**src/rtl/pc_seq_pkg.sv**
```systemverilog
// Shared definitions for the program-counter sequencer: PC width,
// next-PC command encodings and FSM state encodings.
package pc_seq_pkg;

  // Fixed to the width of the downstream carry-look-ahead adder.
  localparam int unsigned PC_W = 7;
  localparam int unsigned OP_W = 3;

  typedef enum logic [OP_W-1:0] {
    OP_INC        = 3'b000,
    OP_BRANCH_REL = 3'b001,
    OP_JUMP_ABS   = 3'b010,
    OP_HOLD       = 3'b011,
    OP_CALL       = 3'b100,
    OP_RET        = 3'b101
  } cmd_op_e;

  typedef enum logic {
    S_ISSUE    = 1'b0,
    S_WAIT_CMD = 1'b1
  } state_e;

endpackage

```
**src/rtl/pc_ret_stack.sv**
```systemverilog
// Circular return-address stack. A push when full overwrites the oldest
// entry; a pop when empty leaves the stack unchanged.
// Ports:
//   clk, reset            clock, async active-high reset
//   push_i, push_data_i   push a return address
//   pop_i, pop_data_o     pop; pop_data_o always shows the top entry
//   full_o, empty_o       occupancy flags
module pc_ret_stack
  import pc_seq_pkg::*;
#(
  parameter int unsigned DEPTH = 4
) (
  input  logic            clk,
  input  logic            reset,
  input  logic            push_i,
  input  logic            pop_i,
  input  logic [PC_W-1:0] push_data_i,
  output logic [PC_W-1:0] pop_data_o,
  output logic            full_o,
  output logic            empty_o
);

  localparam int unsigned PTR_W = (DEPTH > 1) ? $clog2(DEPTH) : 1;
  localparam int unsigned CNT_W = $clog2(DEPTH + 1);
  localparam logic [PTR_W-1:0] PTR_LAST = PTR_W'(DEPTH - 1);
  localparam logic [CNT_W-1:0] CNT_FULL = CNT_W'(DEPTH);

  logic [PC_W-1:0]  mem_q [DEPTH];
  logic [PTR_W-1:0] wr_ptr_q, wr_ptr_d, top_ptr;
  logic [CNT_W-1:0] count_q, count_d;

  assign full_o     = (count_q == CNT_FULL);
  assign empty_o    = (count_q == '0);
  // Top entry sits one slot behind the write pointer, modulo DEPTH.
  assign top_ptr    = (wr_ptr_q == '0) ? PTR_LAST : wr_ptr_q - 1'b1;
  assign pop_data_o = mem_q[top_ptr];

  // Pointer / occupancy update; count saturates so overwrite keeps it full.
  always_comb begin
    wr_ptr_d = wr_ptr_q;
    count_d  = count_q;
    if (push_i) begin
      wr_ptr_d = (wr_ptr_q == PTR_LAST) ? '0 : wr_ptr_q + 1'b1;
      if (!full_o) count_d = count_q + 1'b1;
    end else if (pop_i && !empty_o) begin
      wr_ptr_d = top_ptr;
      count_d  = count_q - 1'b1;
    end
  end

  always_ff @(posedge clk or posedge reset) begin
    if (reset) begin
      wr_ptr_q <= '0;
      count_q  <= '0;
    end else begin
      wr_ptr_q <= wr_ptr_d;
      count_q  <= count_d;
    end
  end

  // Storage needs no reset; occupancy guards every read.
  always_ff @(posedge clk) begin
    if (push_i) mem_q[wr_ptr_q] <= push_data_i;
  end

endmodule

```
**src/rtl/pc_sequencer.sv**
```systemverilog
// Program-counter stage feeding an external 7-bit adder. Issues each PC to
// fetch (valid/ready), then accepts one next-PC command from decode.
// Optional macro CALL_STACK_EN adds CALL/RET with a return stack and the
// sticky stack_err output; without it CALL/RET behave as INC.
// Ports:
//   clk, reset                 clock, async active-high reset
//   pc, pc_valid, pc_ready     PC issue handshake to fetch
//   cmd_valid, cmd_ready       command handshake from decode
//   cmd_op, cmd_operand, cond  next-PC command
//   adder_a/b/cin, adder_r     operands to / result from the adder
//   stack_err                  sticky over/underflow (CALL_STACK_EN only)
module pc_sequencer
  import pc_seq_pkg::*;
#(
  parameter logic [PC_W-1:0] RESET_PC = 7'd0
`ifdef CALL_STACK_EN
  , parameter int unsigned STACK_DEPTH = 4
`endif
) (
  input  logic            clk,
  input  logic            reset,
  output logic [PC_W-1:0] pc,
  output logic            pc_valid,
  input  logic            pc_ready,
  input  logic            cmd_valid,
  output logic            cmd_ready,
  input  logic [OP_W-1:0] cmd_op,
  input  logic [PC_W-1:0] cmd_operand,
  input  logic            cond,
  output logic [PC_W-1:0] adder_a,
  output logic [PC_W-1:0] adder_b,
  output logic            adder_cin,
  input  logic [PC_W-1:0] adder_r
`ifdef CALL_STACK_EN
  , output logic          stack_err
`endif
);

  state_e          state_q, state_d;
  logic [PC_W-1:0] pc_q, pc_d;
  logic [PC_W-1:0] pc_sel;
  logic            accept;

  assign accept = (state_q == S_WAIT_CMD) && cmd_valid;
  assign pc     = pc_q;

`ifdef CALL_STACK_EN
  logic            push, pop, stk_full, stk_empty, stack_err_q;
  logic [PC_W-1:0] pop_data;

  assign push      = accept && (cmd_op == OP_CALL);
  assign pop       = accept && (cmd_op == OP_RET);
  assign stack_err = stack_err_q;

  pc_ret_stack #(
    .DEPTH(STACK_DEPTH)
  ) u_ret_stack (
    .clk        (clk),
    .reset      (reset),
    .push_i     (push),
    .pop_i      (pop),
    .push_data_i(adder_r),
    .pop_data_o (pop_data),
    .full_o     (stk_full),
    .empty_o    (stk_empty)
  );

  always_ff @(posedge clk or posedge reset) begin
    if (reset) stack_err_q <= 1'b0;
    else if ((push && stk_full) || (pop && stk_empty)) stack_err_q <= 1'b1;
  end
`endif

  // State register.
  always_ff @(posedge clk or posedge reset) begin
    if (reset) state_q <= S_ISSUE;
    else       state_q <= state_d;
  end

  // Next-state logic.
  always_comb begin
    state_d = state_q;
    case (state_q)
      S_ISSUE:    if (pc_ready)  state_d = S_WAIT_CMD;
      S_WAIT_CMD: if (cmd_valid) state_d = S_ISSUE;
      default:                   state_d = S_ISSUE;
    endcase
  end

  // Handshake outputs decoded from state.
  always_comb begin
    pc_valid  = 1'b0;
    cmd_ready = 1'b0;
    case (state_q)
      S_ISSUE:    pc_valid  = 1'b1;
      S_WAIT_CMD: cmd_ready = 1'b1;
      default:    pc_valid  = 1'b1;
    endcase
  end

  // Adder operands: pc+1 unless a taken relative branch is being accepted.
  always_comb begin
    adder_a   = pc_q;
    adder_b   = '0;
    adder_cin = 1'b1;
    if (accept && (cmd_op == OP_BRANCH_REL) && cond) begin
      adder_b   = cmd_operand;
      adder_cin = 1'b0;
    end
  end

  // Next-PC select; adder_r already holds pc+1 or pc+offset as required.
  always_comb begin
    pc_sel = adder_r;
    case (cmd_op)
      OP_JUMP_ABS: pc_sel = cmd_operand;
      OP_HOLD:     pc_sel = pc_q;
`ifdef CALL_STACK_EN
      OP_CALL:     pc_sel = cmd_operand;
      OP_RET:      pc_sel = stk_empty ? adder_r : pop_data;
`endif
      default:     pc_sel = adder_r;
    endcase
    pc_d = accept ? pc_sel : pc_q;
  end

  always_ff @(posedge clk or posedge reset) begin
    if (reset) pc_q <= RESET_PC;
    else       pc_q <= pc_d;
  end

endmodule

```
**config.mk**
```make
export PLATFORM = sky130hd
export DESIGN_NAME = pc_sequencer
export DESIGN_NICKNAME = d
export VERILOG_FILES = /design/src/rtl/pc_seq_pkg.sv /design/src/rtl/pc_ret_stack.sv /design/src/rtl/pc_sequencer.sv
export SDC_FILE = /design/constraint.sdc
export NUM_CORES = 1
export LEC_CHECK = 0
export ABC_CLOCK_PERIOD_IN_PS = 2000
export CAP_MARGIN = 20
export CELL_PAD_IN_SITES_DETAIL_PLACEMENT = 1
export CELL_PAD_IN_SITES_GLOBAL_PLACEMENT = 2
export CORE_MARGIN = 3
export CORE_UTILIZATION = 17
export DETAILED_ROUTE_END_ITERATION = 6
export GPL_ROUTABILITY_DRIVEN = 1
export PLACE_DENSITY_LB_ADDON = 0.2
export RECOVER_POWER = 25
export REMOVE_ABC_BUFFERS = 1
export SLEW_MARGIN = 10
export SYNTH_ARGS = -nofsm -noshare
export SYNTH_HDL_FRONTEND = slang
export SYNTH_SLANG_ARGS = --single-unit
```
**constraint.sdc**
```tcl
create_clock -name clk -period 2 [get_ports clk]
set_input_delay 0.4 -clock clk [delete_from_list [all_inputs] [get_ports clk]]
set_output_delay 0.4 -clock clk [all_outputs]
set_load 0.1 [all_outputs]
```
# Word level (Yosys, flattened, before mapping)
# Cells that the tools add are included.
[totals] register_bits=8 out_inout_bits=24 elab_cells=19
[classes] n_eq_ne=3 muxes=8 bitwise_logic=2 n_reduce_logical=4
[op_table] operator="7-bit one-hot mux with 2 select lines" count=1
[op_table] operator="7-bit 2-to-1 mux" count=1
[op_table] operator="3-bit by 2-bit == test with 1-bit output, second input constant" count=2
[op_table] operator="1-bit 2-to-1 mux" count=5
[op_table] operator="3-bit by 1-bit == test with 1-bit output, second input constant" count=1
[op_table] operator="1-bit logical AND" count=3
[op_table] operator="1-bit NOT" count=2
[op_table] operator="1-bit one-hot mux with 2 select lines" count=1
[op_table] operator="2-bit AND reduction" count=1

# Logic depth before layout (Yosys ltp)
# Gate-level depths: netlist (run 1).
[logic_depth] word_depth=4 mapped_depth=4 depth_no_buf=3

# Least setup slack after synthesis (run 1)
# No wires, ideal clock.
[synth_timing] kind="flip-flop to output port" startpoint="reg state_q" endpoint="out adder_b[0]" arrival_time_ns=2.321 required_ns=1.600 setup_slack_ns=-0.721 stages_incl_launch_ff=5 n_path_buf=1 cell_sequence="dfrtp_1 > and2_1 > buf_2 > and4b_4 > and2_1"
[synth_between] elab_chain_cells=4
[synth_rtl] element="from (decl)" line="pc_sequencer.sv:39" rtl="state_e state_q, state_d;"
[synth_rtl] element="from (signal assigned)" line="pc_sequencer.sv:77" rtl="else state_q <= state_d;"
[synth_rtl] element="1-bit logical AND" line="pc_sequencer.sv:44" rtl="assign accept = (state_q == S_WAIT_CMD) && cmd_valid;"
[synth_rtl] element="1-bit logical AND (2 in a row)" line="pc_sequencer.sv:106" rtl="if (accept && (cmd_op == OP_BRANCH_REL) && cond) begin"
[synth_rtl] element="7-bit 2-to-1 mux" line="pc_sequencer.sv:106"
[synth_rtl] element="to (decl)" line="pc_sequencer.sv:31" rtl="output logic [PC_W-1:0] adder_b,"
# Every way passes these cells.

# Worst setup path after layout (run 1)
[layout_timing] startpoint="in cmd_op[1]" endpoint="out adder_b[3]"
[layout_between] elab_chain_cells=4
[layout_rtl] element="from (decl)" line="pc_sequencer.sv:27" rtl="input logic [OP_W-1:0] cmd_op,"
[layout_rtl] element="3-bit by 1-bit == test with 1-bit output" line="pc_sequencer.sv:106"
[layout_rtl] element="1-bit logical AND (2 in a row)" line="pc_sequencer.sv:106"
[layout_rtl] element="7-bit 2-to-1 mux" line="pc_sequencer.sv:106"
# Every way passes these cells.

==> impl_results.md, run 1 <==
- Largest net degree at the start of global routing: 10
- Vias in the first global route: 597
- Worst hold slack: 499 ps
- Outcome: finished, final reports clean
- Total power divided by cell area: 1110 nW/um^2
- Clk slew on worst S/H paths: 50 ps
- Synthesis warning total: 0
- Crit Reg-Reg Startpoint: state_q$_DFF_PP0_
- Overall power of the completed layout: 1.24 mW
- Crit-path max FO: 8
- Final-report setup violation count: 0
- Worst hold path stage count: 2
- Post-detailed-route DRC marker count: 0
- Share of the yosys chip area belonging to registers: 36.9%
- Die area: 3910 sq um
- Peak supply drop: 606 uV
- Proportion of layout cells with a drive suffix above 1: 43.4%
- Required @ worst endpoint: 1600 ps
- Clock root buffer: clkbuf_4
- Clock Sink Count: 8
- IO Port Bufs: 45
- Clock tree skew after final layout: 6.19 ps
- Cells after Synth: 54
- Detailed-router iteration count before antenna repair: 3
- Part of the cycle the worst path needs: 97.6%
- Initial Util: 18.7%
- Area of the core: 2900 sq um
- Remaining global-route overflow: 0
- Wire length of the first global-routing pass: 3040 microns
- Antenna diode count: 0
- Worst-skew pair later-pin latency: 250 ps
- Horizontal die dimension: 62.5 microns
- Final wirelength: 1770 microns
- Max capacitance violation total: 0
- Overall via count from detail_route: 567
- # rows: 19
- Hold violation count in the final report: 0
- Area growth from synthesis to layout: 106%
- Leading cell types in the layout, fill and taps excluded: buf_4, clkdlybuf4s50_1, buf_12
- CP arrival: 1550 ps
- Clock Path Buffers: 2
- Depth of the CTS H-tree: 1
- Aggregate global-route resource usage: 9.78%
- Headroom to the max-slew limit: 79.2%
- Number of nets in the layout: 123
- Fill cell instance count of the final layout: 349
- Length in cells of the worst reg-to-reg path: 4
- Tightest Pin Transition: 312 ps
- Detailed router's first-iteration violation count: 11
- Type of element launching the critical path: primary input
- Endpoint of the worst register-to-register path: adder_a[2]$_DFFE_PP0P_
- Worst min path class: in -> reg
- Number of antenna-violating nets in the routed design: 0
- CP endpoint kind: output pin
- Avg Cell Area, Syn: 10.1 sq um
- Number of antenna violations at the first check in global routing: 0
- RSZ-0062 raised after global routing: no
- Endpoint, Worst Hold: state_q$_DFF_PP0_
- Number of distinct standard cells referenced by the synthesized netlist: 13
- Vias per cell: 4.02
- Shortest period the worst path allows: 1950 ps
- I/O pins: 46
- Setup CP Type: in -> out
- Die Height: 62.5 microns
- Detailed placer's ending HPWL: 1510 microns
- RePlAce Congestion: 0.714
- Register-to-register setup slack: 750 ps
- TritonCTS buffer count: 3
- Most common library cell in the layout ignoring fill and taps: buf_4
- Summed negative setup slack over all endpoints: 0 ps
- Beginning of the worst hold path: cmd_valid
- Routed wire per std cell: 12.6 microns
- Number of pins with negative max-slew slack in the final report: 0
- Area of the mapped netlist: 543 sq um
- TritonCTS clock tree: built
- Flip-flop and latch count after synthesis: 8
- Achievable Freq: 512 MHz
- Static Leak: 0.478 nW
power breakdown:
part	switching, mW	internal [mW]	total [mW]
Sequential	0.0322	0.202	0.234
Clock	0.0540	0.0686	0.123
Combinational	0.684	0.199	0.883
Total	0.770	0.469	1.24
timing repair:
action / 4_1_cts / 5_1_grt
resized for setup: 11 / 0
setup buffers: 0 / 0
setup endpoints to repair: 7 / 0
hold buffers: 0 / 0
cell usage after synthesis (all sizes together):
master / instances / area [sq um]
nand2: 1 / 3.75
or4b: 7 / 70.1
dfrtp: 8 / 200
buf: 8 / 57.6
and2: 8 / 50.1
and2b: 2 / 16.3
a21boi: 1 / 18.8
and4b: 1 / 13.8
inv: 3 / 11.3
a2bb2oi: 7 / 61.3
o21ai: 8 / 40.0
worst max-delay path, cell delays in order:
cell and delay (ps):
clkdlybuf4s50_1 430, and4b_4 390, and2_4 170, buf_12 160
how the worst max path moves through the flow:
| stage | cells past startpoint | from | to | slack (ps) |
|---|---|---|---|---|
| after floorplan | 3 | state_q$_DFF_PP0_ | adder_b[0] | -730 |
| after global placement | 5 | cmd_valid | adder_b[5] | -100 |
| after detailed placement | 5 | cmd_valid | adder_b[3] | -110 |
| after CTS | 4 | cmd_op[1] | adder_b[3] | 40 |
| after global routing | 4 | cmd_op[1] | adder_b[3] | 2 |
| final | 4 | cmd_op[1] | adder_b[3] | 50 |
sequential cells by signal, summed over array words and instances, names as in the netlist:
name,count
adder_a,7
state_q,1
per-stage QoR:
stage | worst slack, ps | area, sq um | util (%) | cells
after floorplan | -729 | 485 | - | 46
after global placement | -97.3 | 1080 | 37.2 | 138
after global routing | 2.11 | 1120 | 38.5 | 141
final | 48.3 | 1120 | 38.5 | 141
after CTS | 36.3 | 1120 | 38.5 | 141
after detailed placement | -113 | 1080 | 37.2 | 138
metal layers:
metal / track usage [%] / wire length (microns) / vias to the layer above / part of all wire [%]
li1: - / - / 284 / -
met1: 13.2 / 835 / 253 / 47
met2: 14.4 / 794 / 30 / 45
met3: 2.34 / 140 / 0 / 7.9
met4: 4.96 / 0 / 0 / 0
met5: 0 / 0 / - / 0
layout make-up:
| class | count | area [sq um] | share of cell area, % |
|---|---|---|---|
| sequential | 8 | 200 | 17.9 |
| multi-input combinational | 35 | 294 | 26.3 |
| tap | 42 | 52.6 | 4.70 |
| timing repair buffer | 50 | 537 | 48.0 |
| clock buffer | 3 | 22.5 | 2.02 |
| inverter | 3 | 11.3 | 1.01 |
cell families (layout without fill, tap and decap cells):
group           count (synthesis)  after routing  share of synthesized area (%)
compound gates                 16             16                           22.1
buf+inv                        11             56                           12.7
flops                           8              8                           36.9
simple gates                   19             19                           28.3
Power figures use the tool's default switching activity.
==> run 2, diff against run 1 <==
CORE_MARGIN = default   (was 3)
==> run 2 against run 1 <==
Net effect: global-route usage up 1.4 points; die area decreased by 12%; clock-buffer cell count unchanged; fmax is 0.24% higher; core utilization fell by 1.6 points; clock skew decreased by 4.7 ps; critical path depth unchanged; final cell count is 2.1% higher; worst hold slack gained 8.8 ps; total power is 0.21% lower; cell area grew 0.90%; critical endpoint is now adder_b[6]; largest cell class unchanged.
==> impl_results.md, run 2 (synthesized netlist as in run 1, its figures left out) <==
- Tightest Pin Transition: 311 ps
- Number of pins with negative max-slew slack in the final report: 0
- Part of the cycle the worst path needs: 97.4%
- Area of the core: 3050 sq um
- Max capacitance violation total: 0
- Clock tree skew after final layout: 1.51 ps
- Hold violation count in the final report: 0
- Required @ worst endpoint: 1600 ps
- Achievable Freq: 514 MHz
- Number of hold buffers added after cts: 0
- Number of antenna violations at the first check in global routing: 0
- Number of antenna-violating nets in the routed design: 0
- Peak supply drop: 529 uV
- Outcome: finished, final reports clean
- Global Route met3 Usage: 2.42%
- Aggregate global-route resource usage: 11.1%
- Leading cell types in the layout, fill and taps excluded: buf_4, clkdlybuf4s50_1, buf_12
- TritonCTS clock tree: built
- Overall power of the completed layout: 1.24 mW
- Fill cell instance count of the final layout: 366
- Clock root buffer: clkbuf_4
- Area growth from synthesis to layout: 108%
- Initial Util: 17.8%
- Proportion of layout cells with a drive suffix above 1: 44.0%
- Worst-skew pair later-pin latency: 250 ps
- Largest net degree at the start of global routing: 10
- Post-detailed-route DRC marker count: 0
- I/O pins: 46
- Overall via count from detail_route: 583
- CP endpoint kind: output pin
- Static Leak: 0.483 nW
- TritonCTS buffer count: 3
- Met2 capacity usage during global routing: 16.3%
- Most common library cell in the layout ignoring fill and taps: buf_4
- Die area: 3420 sq um
- Antenna diode count: 0
- Detailed-router iteration count before antenna repair: 4
- Wire length of the first global-routing pass: 2850 microns
- Largest register FFs: 7
- Clock Sink Count: 8
- CP arrival: 1550 ps
- Sequential cell area: 200 sq um
- Final wirelength: 1690 microns
- Vias in the first global route: 607
- Worst hold slack: 507 ps
- Horizontal die dimension: 58.5 microns
- Clock Path Buffers: 2
- Summed negative setup slack over all endpoints: 0 ps
- # rows: 20
- Detailed router's first-iteration violation count: 10
- Shortest period the worst path allows: 1950 ps
- IO Port Bufs: 45
- Detailed placer's ending HPWL: 1420 microns
- RSZ-0062 raised after global routing: no
- Depth of the CTS H-tree: 1
- Number of nets in the layout: 124
- Total power divided by cell area: 1100 nW/um^2
- Final-report setup violation count: 0
- Type of element launching the critical path: primary input
- Vias per cell: 4.05
- Clk slew on worst S/H paths: 50 ps
- Routed wire per std cell: 11.7 microns
- GR Layer Usage met1: 14.8%
- Setup CP Type: in -> out
- Remaining global-route overflow: 0
- Worst min path class: in -> reg
- Die Height: 58.5 microns
- RePlAce Congestion: 0.652
- Crit-path max FO: 8
- Combined area of the multi-input logic cells: 294 sq um
- Gr busiest metal: met2
- Headroom to the max-slew limit: 79.2%
[run 2: cell count changes in the layout (fill, tap and decap cells not counted)]
cell	before	now
buf_4	20	21
[run 2: critical path: stages]
cell             delay [ps]
clkdlybuf4s50_1         420
and4b_4                 390
and2_4                  170
buf_12                  160
[run 2: worst paths after layout]
check / cells after the start / startpoint / end / slack (ps)
max reg2reg: 4 / state_q$_DFF_PP0_ / adder_a[3]$_DFFE_PP0P_ / 780
min: 2 / cmd_valid / state_q$_DFF_PP0_ / 510
min reg2reg: 1 / adder_a[6]$_DFFE_PP0P_ / adder_a[6]$_DFFE_PP0P_ / 570
max in group asynchronous: 2 / reset / adder_a[3]$_DFFE_PP0P_ / 1230
max: 4 / cmd_op[1] / adder_b[6] / 50
min in group asynchronous: 2 / reset / adder_a[1]$_DFFE_PP0P_ / 540
[run 2: what timing repair did]
action,in CTS,in global routing
endpoints found under the setup margin,7,0
buffers inserted,1,0
gates resized for setup,11,0
[run 2: area by class of cell]
class | instances | share of cell area [%]
tap | 44 | 4.88
clock buffer | 3 | 2.00
multi-input combinational | 35 | 26.1
sequential | 8 | 17.8
timing repair buffer | 51 | 48.3
inverter | 3 | 0.999
[run 2: through the flow]
stage / util (%) / worst slack (ps) / instance area [sq um] / instances
finish: 36.9 / 52.9 / 1130 / 144
global placement: 35.4 / -102 / 1080 / 140
CTS: 36.9 / 35.9 / 1130 / 144
detailed placement: 35.4 / -113 / 1080 / 140
global route: 36.9 / 1.58 / 1130 / 144
floorplan: - / -729 / 485 / 46
[run 2: power breakdown]
group / internal [mW] / switching [mW] / total [mW]
sequential: 0.202 / 0.0330 / 0.235
combinational: 0.200 / 0.683 / 0.883
clock: 0.0684 / 0.0508 / 0.119
total: 0.470 / 0.767 / 1.24
[run 2: routing by layer]
layer | wire, microns | up-vias
li1 | - | 284
met1 | 765 | 262
met2 | 728 | 33
met3 | 158 | 4
met4 | 34 | 0
met5 | 0 | -
==> run 3, diff against run 2 <==
ABC_CLOCK_PERIOD_IN_PS = 2100   (was 2000)
CORE_UTILIZATION = 16   (was 17)
REMOVE_ABC_BUFFERS = default   (was 1)
clock period = 2.1 ns   (was 2 ns; I/O delays follow)
==> run 3 against run 2 <==
Net effect: flip-flop and latch count did not move; clock power increased by 8%; setup slack gained 29 ps; highest routed layer unchanged; register-to-register slack better by 60 ps.
==> impl_results.md, run 3 (synthesized netlist as in run 1, its figures left out) <==
- Number of antenna-violating nets in the routed design: 0
- Crit-path max FO: 8
- Sequential cell fraction of total power: 19.0%
- Tightest Pin Transition: 542 ps
- Aggregate global-route resource usage: 11.6%
- Type of element launching the critical path: primary input
- Number of pins with negative max-slew slack in the final report: 0
- Most common library cell in the layout ignoring fill and taps: buf_4
- Number of antenna violations at the first check in global routing: 0
- Initial Util: 17.4%
- Setup slack of the critical path after layout: 81.9 ps
- Total buffers and inverters traversed by the critical path: 2
- Routed wire per std cell: 13.5 microns
- Summed negative setup slack over all endpoints: 0 ps
- Vias in the first global route: 630
- Detailed-router iteration count before antenna repair: 4
- Met2 capacity usage during global routing: 19.6%
- Cell type of the slowest stage on the worst timing path: clkdlybuf4s50_1
- Largest net degree at the start of global routing: 10
- Combined area of the multi-input logic cells: 294 sq um
- Clock Path Buffers: 2
- Clock root buffer: clkbuf_4
- Area of the core: 3130 sq um
- Depth of the CTS H-tree: 1
- Die area: 3630 sq um
- GR Layer Usage met1: 13.7%
- # rows: 20
- Global Route met3 Usage: 4.11%
- Sw frac: 62.0%
- Number of nets in the layout: 123
- Vias per cell: 4.22
- Crit Reg-Reg Startpoint: state_q$_DFF_PP0_
- Net count after synthesis: 76
- Post-detailed-route DRC marker count: 0
- Final wirelength: 1940 microns
- Combinational share of power: 70.2%
- I/O pins: 46
- Clock group share of total power: 10.8%
- Required @ worst endpoint: 1680 ps
- Headroom to the max-slew limit: 64.0%
- Startpoint of the worst setup timing path: cmd_op[1]
- Leading cell types in the layout, fill and taps excluded: buf_4, clkdlybuf4s50_1, buf_12
- Detailed router's first-iteration violation count: 24
- CP arrival: 1600 ps
- Reported net switching power: 0.738 mW
- Pre-CTS setup slack: -68.7 ps
- Internal power contribution: 0.453 mW
- Top Family by Delay on Critical Path: simple AND/OR/NAND/NOR gates
- Fill cell instance count of the final layout: 359
- Largest register FFs: 7
- Delay of the slowest critical-path stage: 420 ps
- Horizontal die dimension: 60.3 microns
- Beginning of the worst hold path: cmd_valid
- Final-report setup violation count: 0
- RSZ-0062 raised after global routing: no
- Hold violation count in the final report: 0
- Cells traversed along the worst timing path: clkdlybuf4s50_1 -> and4b_4 -> and2_4 -> buf_12
- TritonCTS buffer count: 3
- Total power divided by cell area: 1060 nW/um^2
- Sequential cell area: 204 sq um
- Achievable Freq: 496 MHz
- IO Port Bufs: 45
- Detailed placer's ending HPWL: 1640 microns
- Clock tree skew after final layout: 1.72 ps
- CP endpoint kind: output pin
- Proportion of layout cells with a drive suffix above 1: 45.0%
- Die Height: 60.3 microns
- Antenna diode count: 0
- Area growth from synthesis to layout: 108%
- Static Leak: 0.477 nW
- Part of the cycle the worst path needs: 96.1%
- Max capacitance violation total: 0
- Remaining global-route overflow: 0
- RePlAce Congestion: 0.674
- Setup CP Type: in -> out
- Wire length of the first global-routing pass: 2980 microns
- Worst min path class: in -> reg
- Clk slew on worst S/H paths: 60 ps
- Number of hold buffers added after cts: 0
- TritonCTS clock tree: built
- Gr busiest metal: met2
- Peak supply drop: 664 uV
- Outcome: finished, final reports clean
- Post-route cell area: 1130 sq um
- Shortest period the worst path allows: 2020 ps
- Register-to-register setup slack: 840 ps
- Worst hold slack: 498 ps
- Worst-skew pair later-pin latency: 260 ps
- Placed Instance Area: 1100 sq um
- Clock Sink Count: 8
- Overall via count from detail_route: 607
[run 3: cell count changes in the layout (fill, tap and decap cells not counted)]
cell,before,now
buf_4,21,19
clkbuf_1,0,1
clkbuf_2,0,1
clkinvlp_4,0,1
dfrtp_1,8,7
dfrtp_4,0,1
inv_1,3,2
[run 3: layout make-up]
cell class,count,area share [%]
inverter,3,1.33
multi-input combinational,35,26.1
tap,44,4.88
sequential,8,18.1
clock buffer,4,2.33
timing repair buffer,50,47.3
[run 3: per-layer routing]
metal  up-vias  wire, microns
met2        21           1030
met1       300            785
met4         0             13
met5         -              0
li1        284              -
met3         2            116
[run 3: worst paths after layout]
path | endpoint | depth (start not counted)
setup / recovery | adder_b[0] | 4
hold / removal | state_q$_DFF_PP0_ | 2
setup reg to reg | adder_a[6]$_DFFE_PP0P_ | 4
hold reg to reg | adder_a[1]$_DFFE_PP0P_ | 1
max in group asynchronous | state_q$_DFF_PP0_ | 2
min in group asynchronous | state_q$_DFF_PP0_ | 2
[run 3: through the flow]
stage                     utilization (%)  total power [mW]  std cells
after floorplan                         -             0.910         54
after global placement               35.1              1.07        140
after detailed placement             35.1              1.08        140
after CTS                            36.2              1.21        144
after global routing                 36.1              1.24        144
final                                36.1              1.19        144
[run 3: power groups by stage]
| stage | combinational [mW] | sequential [mW] | clock (mW) |
|---|---|---|---|
| 6_report | 0.836 | 0.227 | 0.128 |
| 3_3_place_gp | 0.840 | 0.228 | 0 |
| 3_5_place_dp | 0.845 | 0.230 | 0 |
| 5_1_grt | 0.860 | 0.234 | 0.150 |
| 4_1_cts | 0.846 | 0.229 | 0.139 |
| 2_1_floorplan | 0.411 | 0.499 | 0 |
[run 3: timing repair]
item                       4_1_cts  5_1_grt
buffers inserted                 0        0
setup endpoints to repair        7        0
resized for setup               11        0
